==> src/rtl/cpu_pkg.sv <==
// cpu_pkg: opcodes, flag bit positions, sequencer states and flag packing shared by the execute stage
package cpu_pkg;
  typedef enum logic [3:0] {
    OP_NOP, OP_LDL, OP_LDH, OP_MOV, OP_ADD, OP_SUB, OP_AND, OP_OR,
    OP_XOR, OP_SHL, OP_SHR, OP_MUL, OP_INC, OP_CMP, OP_RSV_E, OP_RSV_F
  } op_e;
  typedef enum logic [1:0] {S_IDLE, S_SHIFT, S_MUL} state_e;
  localparam int FLAG_C = 3;
  localparam int FLAG_Z = 2;
  localparam int FLAG_V = 1;
  localparam int FLAG_N = 0;
  localparam logic [3:0] FLAGS_RST = 4'b1 << FLAG_Z;
  function automatic logic [3:0] mk_flags(input logic c, input logic z, input logic v, input logic n);
    mk_flags = '0;
    mk_flags[FLAG_C] = c;
    mk_flags[FLAG_Z] = z;
    mk_flags[FLAG_V] = v;
    mk_flags[FLAG_N] = n;
  endfunction
endpackage

==> src/rtl/cpu_alu.sv <==
// cpu_alu: combinational single-cycle ops and flag generation
//   op/imm      decoded instruction
//   a/b/flags   current A, B, {C,Z,V,N}
//   a_nxt/b_nxt/flags_nxt  values to load when the op retires in one cycle
module cpu_alu
  import cpu_pkg::*;
#(
  parameter int DATA_W = 8
) (
  input  op_e               op,
  input  logic [3:0]        imm,
  input  logic [DATA_W-1:0] a,
  input  logic [DATA_W-1:0] b,
  input  logic [3:0]        flags,
  output logic [DATA_W-1:0] a_nxt,
  output logic [DATA_W-1:0] b_nxt,
  output logic [3:0]        flags_nxt
);
  localparam int M = DATA_W - 1;
  logic [DATA_W:0] add, sub, inc;
  logic [DATA_W-1:0] res;
  logic c, v, upd;
  assign add = {1'b0, a} + {1'b0, b};
  assign sub = {1'b0, a} - {1'b0, b};
  assign inc = {1'b0, a} + (DATA_W+1)'(1);
  always_comb begin
    a_nxt = a;
    b_nxt = b;
    res = a;
    c = 1'b0;
    v = 1'b0;
    upd = 1'b1;
    case (op)
      OP_LDL: begin a_nxt[3:0] = imm; upd = 1'b0; end
      OP_LDH: begin a_nxt[7:4] = imm; upd = 1'b0; end
      OP_MOV: begin b_nxt = a; upd = 1'b0; end
      OP_ADD: begin
        {c, res} = add;
        v = (a[M] == b[M]) && (res[M] != a[M]);
        a_nxt = res;
      end
      OP_SUB, OP_CMP: begin
        // bit DATA_W of the widened difference is the unsigned borrow
        {c, res} = sub;
        v = (a[M] != b[M]) && (res[M] != a[M]);
        a_nxt = op == OP_SUB ? res : a;
      end
      OP_AND: begin res = a & b; a_nxt = res; end
      OP_OR:  begin res = a | b; a_nxt = res; end
      OP_XOR: begin res = a ^ b; a_nxt = res; end
      // only zero-count shifts retire here; nonzero counts go to the sequencer
      OP_SHL, OP_SHR: res = a;
      OP_INC: begin
        {c, res} = inc;
        v = ~a[M] & res[M];
        a_nxt = res;
      end
      default: upd = 1'b0;
    endcase
    flags_nxt = upd ? mk_flags(c, res == '0, v, res[M]) : flags;
  end
endmodule

==> src/rtl/cpu_exec_unit.sv <==
// cpu_exec_unit: accumulator execute stage with iterative shift and multiply
//   clk_i, rst_ni        clock, synchronous active-low reset
//   instr_i/valid/ready  instruction byte handshake ([7:4] opcode, [3:0] imm4)
//   result_o, breg_o     accumulator A, register B
//   flags_o              {C,Z,V,N}
//   busy_o               multi-cycle op in progress
module cpu_exec_unit
  import cpu_pkg::*;
#(
  parameter int DATA_W = 8,
  parameter bit MUL_EN = 1'b1
) (
  input  logic              clk_i,
  input  logic              rst_ni,
  input  logic [7:0]        instr_i,
  input  logic              instr_valid_i,
  output logic              instr_ready_o,
  output logic [DATA_W-1:0] result_o,
  output logic [DATA_W-1:0] breg_o,
  output logic [3:0]        flags_o,
  output logic              busy_o
);
  localparam int M = DATA_W - 1;
  state_e state, state_nxt;
  op_e op;
  logic [3:0] imm, f, alu_f;
  logic [DATA_W-1:0] a, b, mcand, alu_a, alu_b, sh_a;
  logic [DATA_W:0] psum;
  logic [2*DATA_W-1:0] prod;
  logic [7:0] cnt;
  logic left, sh_c, accept, is_shift, is_mul;
  assign op = op_e'(instr_i[7:4]);
  assign imm = instr_i[3:0];
  assign instr_ready_o = state == S_IDLE;
  assign busy_o = ~instr_ready_o;
  assign accept = instr_valid_i & instr_ready_o;
  assign is_shift = (op == OP_SHL || op == OP_SHR) && imm != 4'd0;
  assign is_mul = MUL_EN && op == OP_MUL;
  assign result_o = a;
  assign breg_o = b;
  assign flags_o = f;
  assign sh_c = left ? a[M] : a[0];
  assign sh_a = left ? a << 1 : a >> 1;
  // shift-add step: {B,A} holds {partial product, remaining multiplier bits}
  assign psum = {1'b0, b} + (a[0] ? {1'b0, mcand} : '0);
  assign prod = {psum, a[M:1]};
  cpu_alu #(.DATA_W(DATA_W)) u_alu (
    .op(op), .imm(imm), .a(a), .b(b), .flags(f),
    .a_nxt(alu_a), .b_nxt(alu_b), .flags_nxt(alu_f)
  );
  always_comb begin
    state_nxt = state;
    state_nxt = state == S_IDLE ? (accept && is_shift ? S_SHIFT : accept && is_mul ? S_MUL : S_IDLE)
              : cnt == 8'd1 ? S_IDLE : state;
  end
  always_ff @(posedge clk_i)
    state <= !rst_ni ? S_IDLE : state_nxt;
  always_ff @(posedge clk_i) begin
    if (!rst_ni) begin
      a <= '0;
      b <= '0;
      f <= FLAGS_RST;
      mcand <= '0;
      cnt <= '0;
      left <= 1'b0;
    end else begin
      case (state)
        S_IDLE: if (accept) begin
          if (is_shift) begin
            cnt <= 8'(imm);
            left <= op == OP_SHL;
          end else if (is_mul) begin
            cnt <= 8'(DATA_W);
            mcand <= b;
            b <= '0;
          end else begin
            a <= alu_a;
            b <= alu_b;
            f <= alu_f;
          end
        end
        S_SHIFT: begin
          a <= sh_a;
          f <= mk_flags(sh_c, sh_a == '0, 1'b0, sh_a[M]);
          cnt <= cnt - 8'd1;
        end
        S_MUL: begin
          {b, a} <= prod;
          cnt <= cnt - 8'd1;
          if (cnt == 8'd1) f <= mk_flags(prod[2*DATA_W-1:DATA_W] != '0, prod[M:0] == '0, 1'b0, prod[M]);
        end
        default: ;
      endcase
    end
  end
endmodule
==> config.mk <==
export PLATFORM = sky130hd
export DESIGN_NAME = cpu_exec_unit
export DESIGN_NICKNAME = d
export VERILOG_FILES = /design/src/rtl/cpu_pkg.sv /design/src/rtl/cpu_alu.sv /design/src/rtl/cpu_exec_unit.sv
export SDC_FILE = /design/constraint.sdc
export NUM_CORES = 1
export LEC_CHECK = 0
export ABC_AREA = 1
export BUFFER_PORTS_ARGS = -buffer_cell sky130_fd_sc_hd__buf_2
export CAP_MARGIN = 20
export CORE_UTILIZATION = 50
export DETAILED_ROUTE_END_ITERATION = 10
export MAX_ROUTING_LAYER = met4
export PLACE_DENSITY = 0.71
export SYNTH_ARGS = -nofsm -noshare
export SYNTH_HDL_FRONTEND = slang
export SYNTH_HIERARCHICAL = 1
export SYNTH_SLANG_ARGS = --single-unit
==> constraint.sdc <==
create_clock -name clk_i -period 2.3 [get_ports clk_i]
set_clock_uncertainty 0.15 [all_clocks]
set_input_delay 0 -clock clk_i [delete_from_list [all_inputs] [get_ports clk_i]]
set_output_delay 0 -clock clk_i [all_outputs]
set_load 0.01 [all_outputs]
-- Word-level counts from Yosys, hierarchy flattened
Index checks and enable logic that the tools add are counted.
- add/subtract/negate cells: 5
- equal/unequal tests: 30
- mux-type cells: 33
- bitwise gates (word level): 8
- reductions and logical operators: 26
- operator list (operator ; number):
    $mux W8 ; 13
    $pmux W4 S7 ; 2
    $pmux W8 S6 ; 1
    $pmux W8 S2 ; 2
    $eq A4 B4 Y1 const B ; 6
    $logic_not A8 Y1 ; 3
    $pmux W8 S3 ; 1
    $mux W4 ; 5
    $add A8 B8 Y9 ; 2
    $reduce_and A6 Y1 ; 3
    $eq A4 B3 Y1 const B ; 4
    $ne A8 B1 Y1 const B ; 2
    $pmux W4 S3 ; 1
    $add A8 B1 Y9 const B ; 1
    $reduce_or A9 Y1 ; 1
    $sub A8 B8 Y9 ; 1
    $and A8 B8 Y8 ; 1
    $eq A4 B2 Y1 const B ; 2
    $eq A8 B1 Y1 const B ; 1
    $mux W2 ; 4
    $or A8 B8 Y8 ; 1
    $reduce_and A4 Y1 ; 2
    $reduce_bool A8 Y1 ; 1
    $sub A8 B1 Y8 const B ; 1
    other kinds (22) ; 41
- register bits after elaboration: 39
- input bits: 11
- output and inout port bits: 22
- logic and storage cells: 110

-- Logic depth before layout (Yosys ltp)
Gate-level depths: netlist (run 1).
- word-level depth: 9
- depth in mapped cells: 19
- gate-level depth less buffers: 17

-- Cells and area by module
The synthesis (run 1) kept the hierarchy.
- by module, submodules not included (module ; times used ; cells each ; area each (µm²)):
    cpu_exec_unit ; 1 ; 396 ; 2662.6
    cpu_alu ; 1 ; 390 ; 1985.7

-- Worst setup path after synthesis (run 1)
No wires, ideal clock.
- kind: flip-flop to flip-flop
- start: register a[0], in the netlist result_o[0]
- end: register f[3], in the netlist flags_o[3]
- library setup time: 0.135 ns
- arrival: 2.253 ns
- data required time: 2.015 ns
- path slack: -0.238 ns
- cell stages (with the launch flop): 19
- buffers on the path: 1
- period minus slack after synthesis: 2.538 ns
- cell sequence: dfxtp_1 -> clkbuf_1 -> nand2_1 -> inv_1 -> ha_1 -> inv_1 -> fa_1 -> inv_1 -> nand3_1 -> nand2_1 -> nand2_1 -> nand2_1 -> nand3_1 -> nor2_1 -> nand2_1 -> nand2_1 -> nand2_1 -> nand2_1 -> a21oi_1
- longest elaborated chain between the ends: 7
- elaborated cells between the ends (all ways): 14
- those cells by class: 4 x add/sub; 9 x mux; 1 x reduce/logical
- ends and longest elaborated chain (what ; line ; RTL):
    start, declared ; cpu_exec_unit.sv:27 ; logic [DATA_W-1:0] a, b, mcand, alu_a, alu_b, sh_a;
    start signal, assigned ; cpu_exec_unit.sv:77 ; a <= alu_a;
    start signal, assigned ; cpu_exec_unit.sv:88 ; {b, a} <= prod;
    $add A8 B1 Y9 (tied with other cells) ; cpu_alu.sv:25 ; assign inc = {1'b0, a} + (DATA_W+1)'(1);
    $pmux W1 S3 ; cpu_alu.sv:33 ; case (op)
    $mux W4 ; cpu_alu.sv:60 ; flags_nxt = upd ? mk_flags(c, res == '0, v, res[M]) : flags;
    $mux W4 ; cpu_exec_unit.sv:72 ; end else if (is_mul) begin
    $mux W4 ; cpu_exec_unit.sv:69 ; if (is_shift) begin
    $mux W4 ; cpu_exec_unit.sv:68 ; S_IDLE: if (accept) begin
    $pmux W4 S3 (*) ; cpu_exec_unit.sv:67 ; case (state)
    end signal, assigned ; cpu_exec_unit.sv:79 ; f <= alu_f;
    end signal, assigned ; cpu_exec_unit.sv:84 ; f <= mk_flags(sh_c, sh_a == '0, 1'b0, sh_a[M]);
    end signal, assigned ; cpu_exec_unit.sv:90 ; if (cnt == 8'd1) f <= mk_flags(prod[2*DATA_W-1:DATA_W] != '0, prod[M:0] == '0, 1'b0, prod[M]);
    end, declared ; cpu_exec_unit.sv:26 ; logic [3:0] imm, f, alu_f;
Every way passes the cells marked *; elsewhere a longest branch is shown, timed or not. The select of a mux whose other input is x is not followed.
A chain may end at the register's enable or synchronous reset.

-- Worst setup path in the final report (run 1)
- start: register a[0], in the netlist result_o[0]
- end: register a[1], in the netlist result_o[1]
- longest elaborated chain between the ends: 7
- elaborated cells between the ends (all ways): 10
- those cells by class: 3 x add/sub; 7 x mux
- ends and longest elaborated chain (what ; line ; RTL):
    $sub A8 B8 Y9 ; cpu_alu.sv:24 ; assign sub = {1'b0, a} - {1'b0, b};
    $mux W8 ; cpu_alu.sv:46 ; a_nxt = op == OP_SUB ? res : a;
    $pmux W4 S7 (*) ; cpu_alu.sv:33 ;
    net alu_a[1] ; cpu_exec_unit.sv:27 ;
    $mux W8 (*) ; cpu_exec_unit.sv:72 ;
    $mux W8 (*) ; cpu_exec_unit.sv:69 ;
    $mux W8 (*) ; cpu_exec_unit.sv:68 ;
    $pmux W8 S3 (*) ; cpu_exec_unit.sv:67 ;
Mark *: on every way through the listed nets, which the timed path passes. The rest lies on a longest branch. The select of a mux whose other input is x is not followed.

==> flow_summary.ini, run 1 <==
[cts]
root_buffer = sky130_fd_sc_hd__clkbuf_8
numCtsBuffers = 5
insertion_delay_ns = 0.32
clk_transition_reported_paths_ns = 0.10
cts.sinks = 39
max-clock-path-buffers = 2
clock_tree_from_tritoncts = yes
htree_num_levels = 2

[hold_path]
holdPathEnd = left$_SDFFE_PN0P_
min_path_cells = 5
holdCritPathClass = input pin to flip-flop
hold_path.startpoint = instr_i[4]

[floorplanning]
row_count = 34
design.die.area_um2 = 9690
core_area_um2 = 8850
fp.dieH_um = 98.4
boundaryPins = 33
effective_utilization_at_floorplan = 0.525
die-width_um = 98.4

[critical_path]
cp_dominant_cell_by_count = sky130_fd_sc_hd__o21ai_1
worst_path_max_delay_cell = sky130_fd_sc_hd__fa_2
reg2reg_depth = 9
crit_path_end_kind = flip-flop
worst_path_largest_cell_delay_ns = 0.53
worst_r2r_startpoint = result_o[0]$_SDFFE_PN0P_
worst-endpoint-required_ns = 2.36
worstPathCellList = ha_1, fa_2, nand2_1, o21ai_1, inv_1, buf_4, o2111ai_1, o21ai_1, a211oi_2
worstSetupPathType = flip-flop to flip-flop
endpoint_arrival_time_on_the_critical_path_ns = 2.43
crit_path_max_fanout = 5
critPathLaunchType = flip-flop
critical-path-top-delay-family = adder cells
worst_r2r_endpoint = result_o[1]$_SDFFE_PN0P_
crit_buf_inv = 2
regToRegSetupSlack_ns = -0.08

[global_route]
largest_net_degree_at_the_start_of_global_routing = 25
wire_length_of_the_first_global_routing_pass_mm = 27.6
grt_pass1_vias = 5410
overflow = 0
groute.usage.overall = 0.377
antenna_found_initial = 0

[logic_synthesis]
synth-edff-count = 0
synth_area_per_cell_um2 = 5.91
synthesis.instances = 786
synth_nets = 841
synth_top_flop_cell = sky130_fd_sc_hd__dfxtp_1
ys_ff_latch = 39
yosys_warnings = 6
async_flop_share = 0
synth.cell_area_um2 = 4650
synth.yosys.seq_area_share = 0.168
synth.lib_cells_used.distinct = 44

[sta]
hold_ws_ns = 0.0280
fin_crit_sh = 1.03
max_slew.worst_pin.slew_ns = 0.613
upper_clock_frequency_limit_mhz = 421
min_period_ns = 2.38
finalHoldViolCount = 0
timing_max_transition_violations_final = 0
worst_path_setup_slack_after_routing_ns = -0.0763
fin_tns_setup_ns = -0.222
rsz_0062_raised_after_global_routing = true
final_number_of_setup_violating_endpoints = 6
max_slew_margin = 0.591

[final_layout]
mostFrequentLayoutCells = 180 x sky130_fd_sc_hd__nand2_1, 100 x sky130_fd_sc_hd__inv_1, 82 x sky130_fd_sc_hd__buf_4
design_area_um2 = 6300
fin_nets = 960
most_common_cell_after_layout_fill_and_taps_aside = sky130_fd_sc_hd__nand2_1
n_antenna_cell = 0
post_route_cells_drive_above_1_share = 0.327
area_growth_syn_to_layout_pct = 35.5

[place]
dp_hpwl_mm = 13.2
io_buffer_count = 32
globalplace.congestion = 1.05
detailed_place.area_um2 = 5400

[power_and_ir_drop]
ir_worst_vdd_mv = 0.338
post-layout-total-power_mw = 3.10
power-per-cell-area_nw_per_um2 = 493
power.static_leakage_nw = 3.06

[detailed_routing]
detail_route.wl_per_cell_um = 18.2
firstDrtPassIters = 11
finalWirelength_mm = 18.4
vias_per_cell = 5.91
dr.first_iter.drc_count = 590
via_count = 5989
detail-route-antenna-nets = 0
remaining_drc_errors = 1

[flow_run]
max_cap_violations = 0

[run_status]
failing_checks = DRC, setup timing
result_of_the_run = complete, but fails checks
-- routing by layer --
layer,wire [um],GRT usage,vias to the layer above
li1,-,-,2815
met1,7250,0.484,2711
met2,8190,0.579,371
met3,1970,0.0610,92
met4,1000,0.178,0
met5,0,-,-
-- logic make-up after synthesis --
family	Yosys count	synth area share
and+or+nand+nor	405	0.389
xor gates and xnor gates	5	0.0110
adders and majority gates	44	0.123
AOI/OAI and AO/OA	142	0.180
DFF	39	0.168
buffers and inverters	151	0.129
-- report_power, final --
group | switching (mW) | internal (mW) | leakage [nW] | total, mW
Sequential | 0.0423 | 0.728 | 0.324 | 0.770
Combinational | 0.999 | 0.700 | 2.67 | 1.70
Clock | 0.310 | 0.324 | 0.0581 | 0.634
Total | 1.35 | 1.75 | 3.06 | 3.10
-- tightest hold or removal path: cells and delay by family --
| kind | cells | cell delay, ns |
|---|---|---|
| AND/OR/NAND/NOR | 2 | 0.13 |
| buffers and inverters | 1 | 0.19 |
| AO/OA/AOI/OAI | 2 | 0.14 |
-- area by class of cell --
class / instances / area (um^2)
Multi-Input combinational cell: 596 / 3740
Fill cell: 725 / 2550
Timing Repair Buffer: 133 / 1010
Sequential cell: 39 / 800
Inverter: 130 / 502
Tap cell: 108 / 135
Clock buffer: 5 / 68.8
Clock inverter: 3 / 43.8
-- flip-flops by register name, summed over array words and instances, names as in the netlist --
register and count:
breg_o 8, cnt 8, flags_o 4, left 1, mcand 8, result_o 8
state 2
-- repair_timing --
item                                    CTS  global route
cloned                                    0             0
buffers inserted                          2            21
hold buffers                              4             0
pin swaps                                10            46
hold endpoints to repair                 12             0
endpoints found under the setup margin   10            12
gates resized for setup                  38           133
-- synthesized netlist by cell type (2+ instances only) --
master / number / area share
sky130_fd_sc_hd__nand2_1: 209 / 0.17
sky130_fd_sc_hd__inv_1: 119 / 0.096
sky130_fd_sc_hd__nor2_1: 69 / 0.056
sky130_fd_sc_hd__nand3_1: 67 / 0.072
sky130_fd_sc_hd__o21ai_0: 62 / 0.067
sky130_fd_sc_hd__ha_1: 41 / 0.11
sky130_fd_sc_hd__dfxtp_1: 39 / 0.17
sky130_fd_sc_hd__a21oi_1: 36 / 0.039
sky130_fd_sc_hd__nand4_1: 21 / 0.028
sky130_fd_sc_hd__a31oi_1: 12 / 0.016
sky130_fd_sc_hd__inv_2: 10 / 0.0081
sky130_fd_sc_hd__clkbuf_1: 9 / 0.0073
sky130_fd_sc_hd__buf_2: 8 / 0.0086
sky130_fd_sc_hd__nor2_2: 7 / 0.0094
sky130_fd_sc_hd__o21ai_1: 6 / 0.0065
sky130_fd_sc_hd__nor2_4: 5 / 0.012
sky130_fd_sc_hd__nor3_1: 5 / 0.0054
sky130_fd_sc_hd__nor3b_1: 5 / 0.0081
sky130_fd_sc_hd__a211oi_2: 4 / 0.011
sky130_fd_sc_hd__nand2_2: 4 / 0.0054
sky130_fd_sc_hd__nand3b_1: 4 / 0.0065
sky130_fd_sc_hd__o2111ai_1: 4 / 0.0075
sky130_fd_sc_hd__a221oi_1: 3 / 0.0057
sky130_fd_sc_hd__buf_6: 3 / 0.0073
sky130_fd_sc_hd__fa_1: 3 / 0.013
sky130_fd_sc_hd__nand2_4: 3 / 0.0073
sky130_fd_sc_hd__o221ai_1: 3 / 0.0057
sky130_fd_sc_hd__o22ai_1: 3 / 0.0040
sky130_fd_sc_hd__xor2_1: 3 / 0.0057
sky130_fd_sc_hd__a211oi_1: 2 / 0.0032
sky130_fd_sc_hd__nor4_1: 2 / 0.0027
sky130_fd_sc_hd__o211ai_1: 2 / 0.0032
sky130_fd_sc_hd__o31ai_1: 2 / 0.0032
-- how the worst max path moves through the flow --
stage                     cells after the start                  endpoint                      from  slack (ns)
after floorplan                              16  result_o[5]$_SDFFE_PN0P_  result_o[4]$_SDFFE_PN0P_      0.0005
after global placement                       15  result_o[4]$_SDFFE_PN0P_  result_o[0]$_SDFFE_PN0P_       -0.25
after detailed placement                     14  result_o[4]$_SDFFE_PN0P_  result_o[0]$_SDFFE_PN0P_       -0.21
after CTS                                    17   flags_o[0]$_SDFFE_PN0P_  result_o[2]$_SDFFE_PN0P_       0.003
after global routing                         15  result_o[4]$_SDFFE_PN0P_  result_o[0]$_SDFFE_PN0P_       -0.14
final                                         9  result_o[1]$_SDFFE_PN0P_  result_o[0]$_SDFFE_PN0P_       -0.08
-- metrics by stage --
| step | util | instances | setup slack, ns |
|---|---|---|---|
| global placement | 0.610 | 979 | -0.248 |
| detailed placement | 0.610 | 979 | -0.213 |
| finish | 0.712 | 1014 | -0.0763 |
| CTS | 0.643 | 993 | 0.00274 |
| floorplan | - | 786 | 0.000483 |
| global route | 0.712 | 1014 | -0.143 |
No activity file was read; power rests on OpenSTA's default activity.
==> inputs of run 2 (changes only) <==
PLACE_DENSITY = 0.68   (was 0.71)
SLEW_MARGIN = 10   (was default)
clock period = 2.4 ns   (was 2.3 ns; I/O delays follow)
==> flow_summary.ini, run 2 (synthesis results as in run 1) <==
[floorplanning]
core_area_um2 = 8850
design.die.area_um2 = 9690
fp.dieH_um = 98.4
effective_utilization_at_floorplan = 0.525
die-width_um = 98.4
row_count = 34
boundaryPins = 33

[global_route]
groute.usage.overall = 0.367
largest_net_degree_at_the_start_of_global_routing = 25
antenna_found_initial = 0
wire_length_of_the_first_global_routing_pass_mm = 26.6
grt_pass1_vias = 4992
overflow = 0

[run_status]
failing_checks = DRC
result_of_the_run = complete, but fails checks

[cts]
cts.sinks = 39
insertion_delay_ns = 0.33
root_buffer = sky130_fd_sc_hd__clkbuf_8
clk_transition_reported_paths_ns = 0.11
clock_tree_from_tritoncts = yes
htree_num_levels = 2
numCtsBuffers = 5
max-clock-path-buffers = 2

[final_layout]
post_route_cells_drive_above_1_share = 0.252
most_common_cell_after_layout_fill_and_taps_aside = sky130_fd_sc_hd__nand2_1
area_growth_syn_to_layout_pct = 23.7
mostFrequentLayoutCells = 188 x sky130_fd_sc_hd__nand2_1, 110 x sky130_fd_sc_hd__inv_1, 64 x sky130_fd_sc_hd__nor2_1
n_antenna_cell = 0
fin_nets = 918
stdcell_count = 972

[detailed_routing]
dr.first_iter.drc_count = 471
via_count = 5691
firstDrtPassIters = 9
detail_route.wl_per_cell_um = 18.3
vias_per_cell = 5.85
remaining_drc_errors = 3
finalWirelength_mm = 17.7
detail-route-antenna-nets = 0

[place]
io_buffer_count = 32
globalplace.congestion = 0.996
numPlacedInstances = 954
dp_hpwl_mm = 13.2

[critical_path]
crit_path_end_kind = flip-flop
critical-path-top-delay-family = simple AND/OR/NAND/NOR gates
cp_dominant_cell_by_count = sky130_fd_sc_hd__nand2_1
worstPathCellList = buf_6, nand2_1, nor2_2, nand3_1, nor2_2, ha_1, o22ai_2, nor2_1, nand4_1, buf_4, buf_4, nand2_1, nand2_1, nand2_1, a31oi_1
crit_buf_inv = 3
worst_path_largest_cell_delay_ns = 0.36
worstSetupPathType = flip-flop to flip-flop
crit_path_max_fanout = 14
worst-endpoint-required_ns = 2.52
endpoint_arrival_time_on_the_critical_path_ns = 2.45
worst_path_max_delay_cell = sky130_fd_sc_hd__dfxtp_2
critPathLaunchType = flip-flop

[sta]
max_slew.worst_pin.slew_ns = 0.632
finalHoldViolCount = 0
min_period_ns = 2.33
timing_max_transition_violations_final = 0
final_number_of_setup_violating_endpoints = 0
hold_ws_ns = 0.0157
upper_clock_frequency_limit_mhz = 429
rsz_0062_raised_after_global_routing = true
fin_crit_sh = 0.972
max_slew_margin = 0.578

[flow_run]
max_cap_violations = 0

[power_and_ir_drop]
power.static_leakage_nw = 2.75
power-per-cell-area_nw_per_um2 = 473
ir_worst_vdd_mv = 0.323

[hold_path]
holdCritPathClass = input pin to flip-flop
## run 2: changes by cell type in the layout (fill, tap and decap cells not counted), moves of 7 or more
cell	change
sky130_fd_sc_hd__inv_1	+10
sky130_fd_sc_hd__nand3_1	+9
sky130_fd_sc_hd__nand2_1	+8
sky130_fd_sc_hd__nand3_2	-9
sky130_fd_sc_hd__buf_4	-32
sky130_fd_sc_hd__nand2_4	-10
sky130_fd_sc_hd__o21ai_0	+7
## run 2: metrics by stage
stage                     TNS, ns  power [mW]  cell area (um^2)  utilization  setup WS, ns
after floorplan                 0        1.48              4660            -        0.0358
after global placement     -0.114        1.90              5210        0.588       -0.0544
after detailed placement   -0.159        1.91              5210        0.588       -0.0516
after CTS                       0        2.53              5400        0.610       0.00126
after global routing       -0.293        2.86              5750        0.650       -0.0858
final                           0        2.72              5750        0.650        0.0672
## run 2: power breakdown
group	internal, mW	leakage, nW	total, mW	switching, mW
Combinational	0.527	2.37	1.37	0.844
Sequential	0.696	0.324	0.734	0.0380
Clock	0.311	0.0581	0.616	0.305
Total	1.53	2.75	2.72	1.19
## run 2: final timing paths
kind | depth (start not counted) | slack (ns) | endpoint | startpoint
setup / recovery | 15 | 0.07 | flags_o[0]$_SDFFE_PN0P_ | result_o[4]$_SDFFE_PN0P_
setup reg to reg | 15 | 0.07 | flags_o[0]$_SDFFE_PN0P_ | result_o[4]$_SDFFE_PN0P_
hold reg to reg | 2 | 0.30 | mcand[1]$_SDFFE_PN0P_ | mcand[1]$_SDFFE_PN0P_
hold / removal | 5 | 0.02 | cnt[3]$_SDFFE_PN0P_ | instr_i[3]
## run 2: timing repair
item	in CTS	in global routing
setup endpoints to repair	5	10
endpoints found under the hold margin	5	0
resized for setup	11	90
pin swaps	0	33
setup buffers	0	7
hold buffers	3	0
## run 2: layout make-up
type | instances | area [um^2]
Multi-Input combinational cell | 596 | 3580
Fill cell | 838 | 3100
Sequential cell | 39 | 801
Timing Repair Buffer | 91 | 633
Inverter | 130 | 490
Tap cell | 108 | 135
Clock buffer | 5 | 68.8
Clock inverter | 3 | 43.8
## run 2: layer usage
layer / wire, um / GRT usage
met1: 7510 / 0.489
met2: 7770 / 0.549
met3: 1700 / 0.0624
met4: 761 / 0.153
met5: 0 / -
## run 2: worst reg2reg max path: stages, from the launching register on
cell,delay (ns)
sky130_fd_sc_hd__dfxtp_2,0.36
sky130_fd_sc_hd__buf_6,0.19
sky130_fd_sc_hd__nand2_1,0.09
sky130_fd_sc_hd__nor2_2,0.10
sky130_fd_sc_hd__nand3_1,0.13
sky130_fd_sc_hd__nor2_2,0.15
sky130_fd_sc_hd__ha_1,0.25
sky130_fd_sc_hd__o22ai_2,0.17
sky130_fd_sc_hd__nor2_1,0.08
sky130_fd_sc_hd__nand4_1,0.15
sky130_fd_sc_hd__buf_4,0.12
sky130_fd_sc_hd__buf_4,0.09
sky130_fd_sc_hd__nand2_1,0.04
sky130_fd_sc_hd__nand2_1,0.05
sky130_fd_sc_hd__nand2_1,0.05
sky130_fd_sc_hd__a31oi_1,0.14
